**config.mk**
```make
export PLATFORM = sky130hd
export DESIGN_NAME = mem_wb_stage_flat
export DESIGN_NICKNAME = d
export VERILOG_FILES = /design/src/rtl/mem_wb_stage_pkg.sv /design/src/rtl/mem_wb_stage_if.sv /design/src/rtl/mem_wb_stage_sat_counter.sv /design/src/rtl/mem_wb_stage.sv /design/src/flat_wrapper.sv
export SDC_FILE = /design/constraint.sdc
export NUM_CORES = 1
export LEC_CHECK = 0
export ABC_AREA = 1
export ABC_CLOCK_PERIOD_IN_PS = 2110
export CAP_MARGIN = 20
export CORE_AREA = 2 2 123 125
export DETAILED_ROUTE_END_ITERATION = 8
export DIE_AREA = 0 0 125 127
export PLACE_DENSITY_LB_ADDON = 0.25
export SYNTH_ARGS = -nofsm -noshare
export SYNTH_HDL_FRONTEND = slang
export SYNTH_SLANG_ARGS = --single-unit
```
**constraint.sdc**
```tcl
create_clock -name clk -period 2.11 [get_ports clk]
set_input_delay 0.422 -clock clk [delete_from_list [all_inputs] [get_ports clk]]
set_output_delay 0.422 -clock clk [all_outputs]
set_load 0.01 [all_outputs]
```
**src/rtl/mem_wb_stage_pkg.sv**
```systemverilog
// Shared definitions for the MEM/WB stage, the decoder and the hazard unit:
// write-back source select encoding and the memory-access FSM state encoding.
package mem_wb_stage_pkg;

  localparam logic [1:0] WSEL_ALU  = 2'd0;
  localparam logic [1:0] WSEL_DRAM = 2'd1;
  localparam logic [1:0] WSEL_PC4  = 2'd2;
  localparam logic [1:0] WSEL_EXT  = 2'd3;

  typedef enum logic {
    ST_IDLE = 1'b0,
    ST_WAIT = 1'b1
  } state_e;

  // A load writes memory data back; a store drives a write request.
  function automatic logic is_access(input logic rf_we, input logic [1:0] rf_wsel,
                                     input logic dram_we);
    return (rf_we && (rf_wsel == WSEL_DRAM)) || dram_we;
  endfunction

endpackage

```
**src/rtl/mem_wb_stage_if.sv**
```systemverilog
// Data-memory req/ack bus between the MEM stage (master) and the memory (slave).
interface mem_wb_stage_if;
  logic        dram_req;
  logic        dram_we;
  logic [31:0] dram_addr;
  logic [31:0] dram_wdata;
  logic        dram_ack;
  logic [31:0] dram_rdata;

  modport master (
    output dram_req, dram_we, dram_addr, dram_wdata,
    input  dram_ack, dram_rdata
  );

  modport slave (
    input  dram_req, dram_we, dram_addr, dram_wdata,
    output dram_ack, dram_rdata
  );
endinterface

```
**src/rtl/mem_wb_stage_sat_counter.sv**
```systemverilog
// Saturating up-counter shared by the performance counters; sticks at all-ones.
module sat_counter #(
  parameter int W = 16
) (
  input  logic         clk,
  input  logic         inc,
  input  logic         clear,
  output logic [W-1:0] count
);

  always_ff @(posedge clk) begin
    if (clear)
      count <= '0;
    else if (inc && (count != '1))
      count <= count + W'(1);
  end

endmodule

```
**src/rtl/mem_wb_stage.sv**
```systemverilog
// MEM/WB stage: drives the variable-latency data memory, stalls the front of
// the pipeline while an access is outstanding, and registers write-back data.
module mem_wb_stage
  import mem_wb_stage_pkg::*;
#(
  parameter int TIMEOUT = 64,  // must be >= 2
  parameter int CNT_W   = 16
) (
  input  logic              clk,
  input  logic              rst,
  input  logic [1:0]        MEM_rf_wsel,
  input  logic              MEM_rf_we,
  input  logic              MEM_dram_we,
  input  logic [31:0]       MEM_rD2,
  input  logic [31:0]       MEM_ext,
  input  logic [31:0]       MEM_pc4,
  input  logic [31:0]       MEM_alu_c,
  input  logic [31:0]       MEM_wR,
  mem_wb_stage_if.master    dram,
  output logic              mem_stall,
  output logic              WB_rf_we,
  output logic [4:0]        WB_wR,
  output logic [31:0]       WB_wD,
  output logic              bus_err,
  output logic [CNT_W-1:0]  stall_cnt
);

  localparam int TCW = (TIMEOUT > 2) ? $clog2(TIMEOUT) : 1;

  state_e         state, state_nxt;
  logic [TCW-1:0] tcnt;
  logic           access;
  logic           req;
  logic           stall;
  logic           wb_load;
  logic           tcnt_clr;
  logic           tcnt_inc;
  logic           err_set;
  logic [31:0]    wd_mux;
  logic           unused_wr_hi;

  assign unused_wr_hi = ^MEM_wR[31:5];

  assign access = is_access(MEM_rf_we, MEM_rf_wsel, MEM_dram_we);

  // Upstream is frozen while stalled, so these stay stable through WAIT.
  assign dram.dram_we    = MEM_dram_we;
  assign dram.dram_addr  = MEM_alu_c;
  assign dram.dram_wdata = MEM_rD2;
  assign dram.dram_req   = req;
  assign mem_stall       = stall;

  always_comb begin
    wd_mux = MEM_alu_c;
    case (MEM_rf_wsel)
      WSEL_ALU:  wd_mux = MEM_alu_c;
      WSEL_DRAM: wd_mux = dram.dram_rdata;
      WSEL_PC4:  wd_mux = MEM_pc4;
      WSEL_EXT:  wd_mux = MEM_ext;
      default:   wd_mux = MEM_alu_c;
    endcase
  end

  // tcnt holds the WAIT cycles already spent; the access is abandoned on the
  // (TIMEOUT-1)th WAIT cycle, i.e. the TIMEOUT-th request cycle. Ack wins.
  always_comb begin
    state_nxt = state;
    req       = 1'b0;
    stall     = 1'b0;
    wb_load   = 1'b0;
    tcnt_clr  = 1'b0;
    tcnt_inc  = 1'b0;
    err_set   = 1'b0;
    case (state)
      ST_IDLE: begin
        if (access) begin
          req = 1'b1;
          if (dram.dram_ack) begin
            wb_load = 1'b1;
          end else begin
            stall     = 1'b1;
            tcnt_clr  = 1'b1;
            state_nxt = ST_WAIT;
          end
        end else begin
          wb_load = 1'b1;
        end
      end
      ST_WAIT: begin
        req = 1'b1;
        if (dram.dram_ack) begin
          wb_load   = 1'b1;
          state_nxt = ST_IDLE;
        end else if (tcnt == TCW'(TIMEOUT - 2)) begin
          req       = 1'b0;
          err_set   = 1'b1;
          state_nxt = ST_IDLE;
        end else begin
          stall    = 1'b1;
          tcnt_inc = 1'b1;
        end
      end
      default: state_nxt = ST_IDLE;
    endcase
    if (rst) begin
      req       = 1'b0;
      stall     = 1'b0;
      wb_load   = 1'b0;
      err_set   = 1'b0;
      state_nxt = ST_IDLE;
    end
  end

  always_ff @(posedge clk) begin
    if (rst)
      state <= ST_IDLE;
    else
      state <= state_nxt;
  end

  always_ff @(posedge clk) begin
    if (rst || tcnt_clr)
      tcnt <= '0;
    else if (tcnt_inc)
      tcnt <= tcnt + TCW'(1);
  end

  always_ff @(posedge clk) begin
    if (rst)
      bus_err <= 1'b0;
    else if (err_set)
      bus_err <= 1'b1;
  end

  // Bubbles only drop the write enable; index and data keep their last value.
  always_ff @(posedge clk) begin
    if (rst) begin
      WB_rf_we <= 1'b0;
      WB_wR    <= '0;
      WB_wD    <= '0;
    end else if (wb_load) begin
      WB_rf_we <= MEM_rf_we;
      WB_wR    <= MEM_wR[4:0];
      WB_wD    <= wd_mux;
    end else begin
      WB_rf_we <= 1'b0;
    end
  end

  sat_counter #(.W(CNT_W)) u_stall_cnt (
    .clk   (clk),
    .inc   (stall),
    .clear (rst),
    .count (stall_cnt)
  );

endmodule

```
**src/flat_wrapper.sv**
```systemverilog
// flat-port wrapper written by rule: the top's interface ports become plain ports
module mem_wb_stage_flat import mem_wb_stage_pkg::*;
#(
  parameter int TIMEOUT = 64,                 
  parameter int CNT_W   = 16
)
  (clk, rst, MEM_rf_wsel, MEM_rf_we, MEM_dram_we, MEM_rD2, MEM_ext, MEM_pc4, MEM_alu_c, MEM_wR, mem_stall, WB_rf_we, WB_wR, WB_wD, bus_err, stall_cnt, dram_dram_req, dram_dram_we, dram_dram_addr, dram_dram_wdata, dram_dram_ack, dram_dram_rdata);
  mem_wb_stage_if dram_i ();
  input  logic clk;
  input  logic rst;
  input  logic [1:0] MEM_rf_wsel;
  input  logic MEM_rf_we;
  input  logic MEM_dram_we;
  input  logic [31:0] MEM_rD2;
  input  logic [31:0] MEM_ext;
  input  logic [31:0] MEM_pc4;
  input  logic [31:0] MEM_alu_c;
  input  logic [31:0] MEM_wR;
  output logic mem_stall;
  output logic WB_rf_we;
  output logic [4:0] WB_wR;
  output logic [31:0] WB_wD;
  output logic bus_err;
  output logic [CNT_W-1:0] stall_cnt;
  output wire logic [$bits(dram_i.dram_req)-1:0] dram_dram_req;
  output wire logic [$bits(dram_i.dram_we)-1:0] dram_dram_we;
  output wire logic [$bits(dram_i.dram_addr)-1:0] dram_dram_addr;
  output wire logic [$bits(dram_i.dram_wdata)-1:0] dram_dram_wdata;
  input wire logic [$bits(dram_i.dram_ack)-1:0] dram_dram_ack;
  input wire logic [$bits(dram_i.dram_rdata)-1:0] dram_dram_rdata;
  assign dram_dram_req = dram_i.dram_req;
  assign dram_dram_we = dram_i.dram_we;
  assign dram_dram_addr = dram_i.dram_addr;
  assign dram_dram_wdata = dram_i.dram_wdata;
  assign dram_i.dram_ack = dram_dram_ack;
  assign dram_i.dram_rdata = dram_dram_rdata;
  mem_wb_stage #(.TIMEOUT(TIMEOUT), .CNT_W(CNT_W)) u_core (.clk(clk), .rst(rst), .MEM_rf_wsel(MEM_rf_wsel), .MEM_rf_we(MEM_rf_we), .MEM_dram_we(MEM_dram_we), .MEM_rD2(MEM_rD2), .MEM_ext(MEM_ext), .MEM_pc4(MEM_pc4), .MEM_alu_c(MEM_alu_c), .MEM_wR(MEM_wR), .dram(dram_i), .mem_stall(mem_stall), .WB_rf_we(WB_rf_we), .WB_wR(WB_wR), .WB_wD(WB_wD), .bus_err(bus_err), .stall_cnt(stall_cnt));
endmodule
```
**Word-level counts from Yosys, hierarchy flattened**

Cells that the tools add are included.

- Register bits after elaboration: 62
- Bits of input ports: 199
- Output and inout bits: 122

- Add/sub/neg operators: 2
- Eq/ne operators: 5
- Mux-type cells: 21
- Bitwise gates (word level): 2
- Reductions and logical operators: 6

Operator list:

| operator | count |
|---|---|
| 32-bit case mux with 4 select lines | 1 |
| 1-bit two-way mux | 17 |
| 16-bit by 1-bit adder with 16-bit output, second input constant | 1 |
| 16-bit != test, second input constant | 1 |
| 6-bit by 1-bit adder with 6-bit output, second input constant | 1 |
| 6-bit == test, second input constant | 1 |
| 1-bit case mux with 2 select lines | 3 |
| 2-bit == test, second input constant | 2 |
| 2-bit by 1-bit == test with 1-bit output, second input constant | 1 |
| 1-bit logical AND | 2 |
| 2-bit logical NOT | 1 |
| 1-bit logical OR | 2 |
| 1-bit NOT | 2 |
| 2-bit OR reduction | 1 |

**Logic depth before layout (Yosys ltp)**

- Depth after elaboration: 8
- Mapped depth: 10

**Modules after synthesis**

A second synthesis with hierarchy kept.

- Cells, all modules: 647
- Area total of the unflattened synthesis: 4000.1 sq um

Modules (own cells, without submodules):

| module | instances | cells an instance | area each (sq um) | seq. area each (sq um) |
|---|---|---|---|---|
| mem_wb_stage | 1 | 498 | 3070.4 | 920.9 |
| sat_counter | 1 | 149 | 929.6 | 320.3 |

**Least setup slack after synthesis**

Ideal clock, no wire load.

- Kind: flip-flop to flip-flop
- Start point: register u_core.u_stall_cnt.count[0]
- End point: register u_core.u_stall_cnt.count[7]
- Arrival: 1445 ps
- Path slack: 552 ps
- Cell stages (with the launch flop): 11
- Buffers on the path: 0
- Period minus slack after synthesis: 1558 ps
- Cells stage by stage: dfxtp_1 > ha_1 > inv_1 > nor2_1 > nand2_1 > nor2_4 > nand2_2 > nand3b_1 > nand2_1 > nand2_1 > nor2_1

- Word-level cells in the longest chain between the ends: 2
- Elaborated cells between the ends (all ways): 3
- Classes of those cells: add/sub (1); eq/ne (1); reduce/logical (1)

Ends and longest elaborated chain:

| item | RTL line | source |
|---|---|---|
| start, declared | mem_wb_stage_sat_counter.sv:8 | `output logic [W-1:0] count` |
| start signal, assigned | mem_wb_stage_sat_counter.sv:15 | `count <= count + W'(1);` |
| parallel branches: the longest is 2 deep, another holds 16-bit by 1-bit adder with 16-bit output | - |  |

Parallel ways; which one is timed is not known.
A chain may end at the register's enable or synchronous reset.

**Worst setup path after layout**

- Start point: input port dram_dram_ack
- End point: output port dram_dram_req

- Word-level cells in the longest chain between the ends: 3

Ends and longest elaborated chain:

| item | RTL line | source |
|---|---|---|
| start, declared | flat_wrapper.sv:29 | `input wire logic [$bits(dram_i.dram_ack)-1:0] dram_dram_ack;` |
| 1-bit two-way mux | mem_wb_stage.sv:91 | `if (dram.dram_ack) begin` |
| 1-bit case mux with 2 select lines | mem_wb_stage.sv:74 | `case (state)` |
| 1-bit two-way mux | mem_wb_stage.sv:105 | `if (rst) begin` |
| end, declared | flat_wrapper.sv:25 | `output wire logic [$bits(dram_i.dram_req)-1:0] dram_dram_req;` |

No other way between the ends.

==> qor_table.md <==
| Item | Value | Unit |
|:---|:---|:---|
| Via count of the first global-routing pass | 4312 | - |
| Destination of the worst hold path | u_core.WB_rf_we | - |
| Total buffers and inverters traversed by the critical path | 3 | - |
| Outcome | complete, no violations | - |
| Power per cell area | 553 | nW/um^2 |
| Port Buffers | 229 | - |
| Tot GR Track Use | 0.175 | - |
| Dominant combinational cell family by area after synthesis | simple AND/OR/NAND/NOR gates | - |
| R2r startpoint | u_core.u_stall_cnt.count[0] | - |
| Number of cell rows | 44 | - |
| CP Launch Type | input pin | - |
| Multiplexer fraction of the synthesized cell area | 0 | - |
| Number of nets with antenna violations after routing | 0 | - |
| Cells on worst reg2reg path | 9 | - |
| Cell count along the critical path | 6 | - |
| Minimum clock period | 2.01 | ns |
| Most numerous cell types in the synthesized netlist | sky130_fd_sc_hd__nand2_1 (266), sky130_fd_sc_hd__buf_4 (65), sky130_fd_sc_hd__dfxtp_1 (62) | - |
| Part of the Yosys area used for sequential elements | 0.314 | - |
| TritonCTS buffer count | 9 | - |
| Maximum fanout along the worst path | 2 | - |
| CTS root buffer | sky130_fd_sc_hd__clkbuf_16 | - |
| Starting density of the core | 0.274 | - |
| Xor and xnor fraction of the mapped netlist area | 0.0111 | - |
| Post-Synthesis Mean Instance Area | 6.37 | um^2 |
| Ranking of synthesized cells by area | sky130_fd_sc_hd__dfxtp_1 (31%), sky130_fd_sc_hd__nand2_1 (25%), sky130_fd_sc_hd__buf_4 (12%), sky130_fd_sc_hd__nand4_1 (6.2%), sky130_fd_sc_hd__a21oi_1 (5.4%) | - |
| Largest stage delay on the critical path | 0.45 | ns |
| Htree depth | 3 | - |
| Routed len/inst | 14.5 | um |
| Synth Net Count | 823 | - |
| Initial antenna violation count | 0 | - |
| Full die area | 15900 | um^2 |
| Leakage | 2.55 | nW |
| Maximum operating frequency | 498 | MHz |
| Launch point of the worst hold path | MEM_rf_we | - |
| Via/cell ratio | 4.54 | - |
| Required arrival time at the worst endpoint | 1.69 | ns |
| Unrepaired setup endpoints after global routing | false | - |
| Count of clock tree sinks | 62 | - |
| Wire length of the first global-routing pass | 22200 | um |
| Die boundary height | 127 | um |
| Count of boundary I/O pins | 321 | - |
| Area share of the largest cell type after synthesis | 0.314 | - |
| Clock insertion delay at the later pin of the skew report | 0.32 | ns |
| Count of flip-flops with a built-in enable after synthesis | 0 | - |
| Cell taking the most area after synthesis | sky130_fd_sc_hd__dfxtp_1 | - |
| Mapped cell area | 3960 | um^2 |
| Compound-Gate Fraction of Synth Area | 0.0695 | - |
| Number of synthesized register bits | 62 | - |
| Cell Count, Final, Fillers Out | 982 | - |
| Number of cells in the design after placement | 965 | - |
| Count of routing violations after the opening detailed-route iteration | 234 | - |
| Share of post-route cells with drive strength above 1 | 0.0777 | - |
| Most frequently used cell type in the post-synthesis netlist | sky130_fd_sc_hd__nand2_1 | - |
| GR Overflow Total | 0 | - |
| Cell Chain, Critical Path | clkdlybuf4s50_1 -> nor2_2 -> inv_1 -> nor3_2 -> nor3_1 -> clkdlybuf4s15_1 | - |
| Reg2Reg Capture Point | u_core.u_stall_cnt.count[13] | - |
| VDD IR max | 357 | uV |
| Detailed Route WL | 14200 | um |
| Area overhead of the layout relative to synthesis | 62.5 | % |
| Setup slack, reg-to-reg | 0.33 | ns |
| Synth Area in Adders | 0.00948 | - |
| RePlAce Congestion | 0.853 | - |
| Family with the most delay on the worst path | buffers and inverters | - |
| Simple-gate share of the synthesized area | 0.401 | - |
| Die width | 125 | um |
| Core footprint | 14400 | um^2 |
| Setup skew after layout | 0.00879 | ns |
| DPL Wire Length | 11000 | um |
| DR pass1 iterations | 4 | - |
| Sum of internal, switching and leakage power | 3.56 | mW |
| Cell count after synthesis | 621 | - |
| Commonest register cell after synthesis | sky130_fd_sc_hd__dfxtp_1 | - |
| Syn. warnings | 0 | - |
| CTS Buffer Depth | 2 | - |
| Max capacitance violation total | 0 | - |
| Number of nets in the layout | 995 | - |
| WS Path Type | in2out | - |
| CTS tree | built | - |
| Worst slew margin | 0.650 | - |
| Count of unresolved DRC violations after routing | 0 | - |
| Final critical-path setup slack | 0.104 | ns |
| Clock slew at reported path FFs | 0.05 | ns |
| Pre-CTS setup slack | -0.404 | ns |
| Share of flip-flops with an asynchronous set or reset after synthesis | 0 | - |
| Tightest Pin Transition | 0.525 | ns |
| Number of slew-limit violations in the final report | 0 | - |
| Vias post-DR | 4460 | - |
| Hold Path Cell Cnt | 3 | - |
| Slowest-stage cell, CP | sky130_fd_sc_hd__clkdlybuf4s50_1 | - |
| Arrival time at the worst endpoint | 1.58 | ns |
| Pin count of the biggest net entering global routing | 42 | - |
| Class of the most critical hold timing path | in2reg | - |
| Netlist cell types | 31 | - |
| Fraction of the cycle the final worst path needs | 0.951 | - |
| Number of failing setup endpoints in the final timing report | 0 | - |
| Type of destination of the critical path | primary output | - |
| Count of endpoints failing hold in the final timing report | 0 | - |
| Antenna cell count | 0 | - |
worst max path at each step:
stage | from | to
after floorplan | u_core.u_stall_cnt.count[0] | u_core.u_stall_cnt.count[7]
after global placement | MEM_rf_wsel[0] | dram_dram_req
after CTS | MEM_rf_we | mem_stall
final | dram_dram_ack | dram_dram_req
after detailed placement | MEM_rf_wsel[0] | mem_stall
after global routing | dram_dram_ack | dram_dram_req
metrics by stage:
step | cell area, um^2 | util | setup TNS [ns] | hold WS [ns]
after CTS | 6370 | 0.442 | 0 | 0.415
after floorplan | 3960 | - | 0 | 0.453
final | 6430 | 0.446 | 0 | 0.412
after detailed placement | 6080 | 0.422 | -2.58 | 0.451
after global routing | 6430 | 0.446 | 0 | 0.414
after global placement | 6080 | 0.422 | -1.79 | 0.446
metal layers:
metal	routed length [um]	GRT usage	vias up	part of all wire
li1	-	-	2262	-
met1	5640	0.193	2018	0.40
met2	7090	0.310	161	0.50
met3	1260	0.0691	19	0.089
met4	226	0.0542	0	0.016
met5	0	0	-	0
sequential cells by signal (all words and copies together), names as in the netlist:
name	flops
u_core.WB_rf_we	1
u_core.tcnt	6
u_core.u_stall_cnt.count	16
u_core.WB_wR	5
u_core.state	1
u_core.bus_err	1
u_core.WB_wD	32
cell families (layout without fill, tap and decap cells):
group / Yosys count / in the layout
compound gates: 52 / 52
buf+inv: 127 / 304
xor+xnor: 5 / 5
flops: 62 / 62
fa+ha+maj: 3 / 3
simple gates: 372 / 372
cell usage in the layout (no fill, tap or decap), types with 2 or more instances in the layout:
cell type / instances
sky130_fd_sc_hd__nand2_1: 266
sky130_fd_sc_hd__clkdlybuf4s50_1: 223
sky130_fd_sc_hd__dfxtp_1: 60
sky130_fd_sc_hd__a21oi_1: 43
sky130_fd_sc_hd__nand4_1: 39
sky130_fd_sc_hd__inv_1: 32
sky130_fd_sc_hd__nor2_1: 28
sky130_fd_sc_hd__nand3_1: 18
sky130_fd_sc_hd__buf_4: 17
sky130_fd_sc_hd__clkbuf_16: 9
sky130_fd_sc_hd__buf_12: 6
sky130_fd_sc_hd__nor2_2: 5
sky130_fd_sc_hd__nand2_4: 4
sky130_fd_sc_hd__clkinv_2: 4
sky130_fd_sc_hd__inv_2: 3
sky130_fd_sc_hd__nor3_1: 3
sky130_fd_sc_hd__xor2_1: 3
sky130_fd_sc_hd__a31oi_1: 3
sky130_fd_sc_hd__nand3_4: 2
sky130_fd_sc_hd__nor2_4: 2
sky130_fd_sc_hd__xnor2_1: 2
sky130_fd_sc_hd__o21ai_0: 2
sky130_fd_sc_hd__ha_1: 2
sky130_fd_sc_hd__clkbuf_1: 2
sky130_fd_sc_hd__dlymetal6s2s_1: 2
sky130_fd_sc_hd__dfxtp_2: 2
final cells by class:
cell class | count | area (um^2)
Fill cell | 1518 | 7990
Timing Repair Buffer | 252 | 2540
Multi-Input combinational cell | 432 | 2000
Sequential cell | 62 | 1240
Clock buffer | 11 | 233
Tap cell | 184 | 230
Inverter | 36 | 135
Clock inverter | 5 | 50.0
power by group:
part / internal (mW) / switching (mW) / leakage [nW]
combinational: 0.505 / 0.368 / 1.90
clock: 0.906 / 0.523 / 0.143
sequential: 1.23 / 0.0314 / 0.506
timing repair:
item                       in CTS  in global routing
hold endpoints to repair        0                  0
buffers inserted                0                  1
pin swaps                       2                  3
setup endpoints to repair       2                  2
resized for setup               7                 13
hold buffers                    0                  0
worst reg2reg max path: stages (launching register included):
cell and delay, ns:
sky130_fd_sc_hd__dfxtp_1 0.39, sky130_fd_sc_hd__ha_1 0.19, sky130_fd_sc_hd__inv_1 0.06, sky130_fd_sc_hd__nor2_1 0.23, sky130_fd_sc_hd__nand3_1 0.18, sky130_fd_sc_hd__nor2_1 0.25
sky130_fd_sc_hd__nor2_2 0.07, sky130_fd_sc_hd__buf_4 0.16, sky130_fd_sc_hd__nand2_1 0.06, sky130_fd_sc_hd__a21oi_1 0.05
Power figures use the tool's default switching activity.
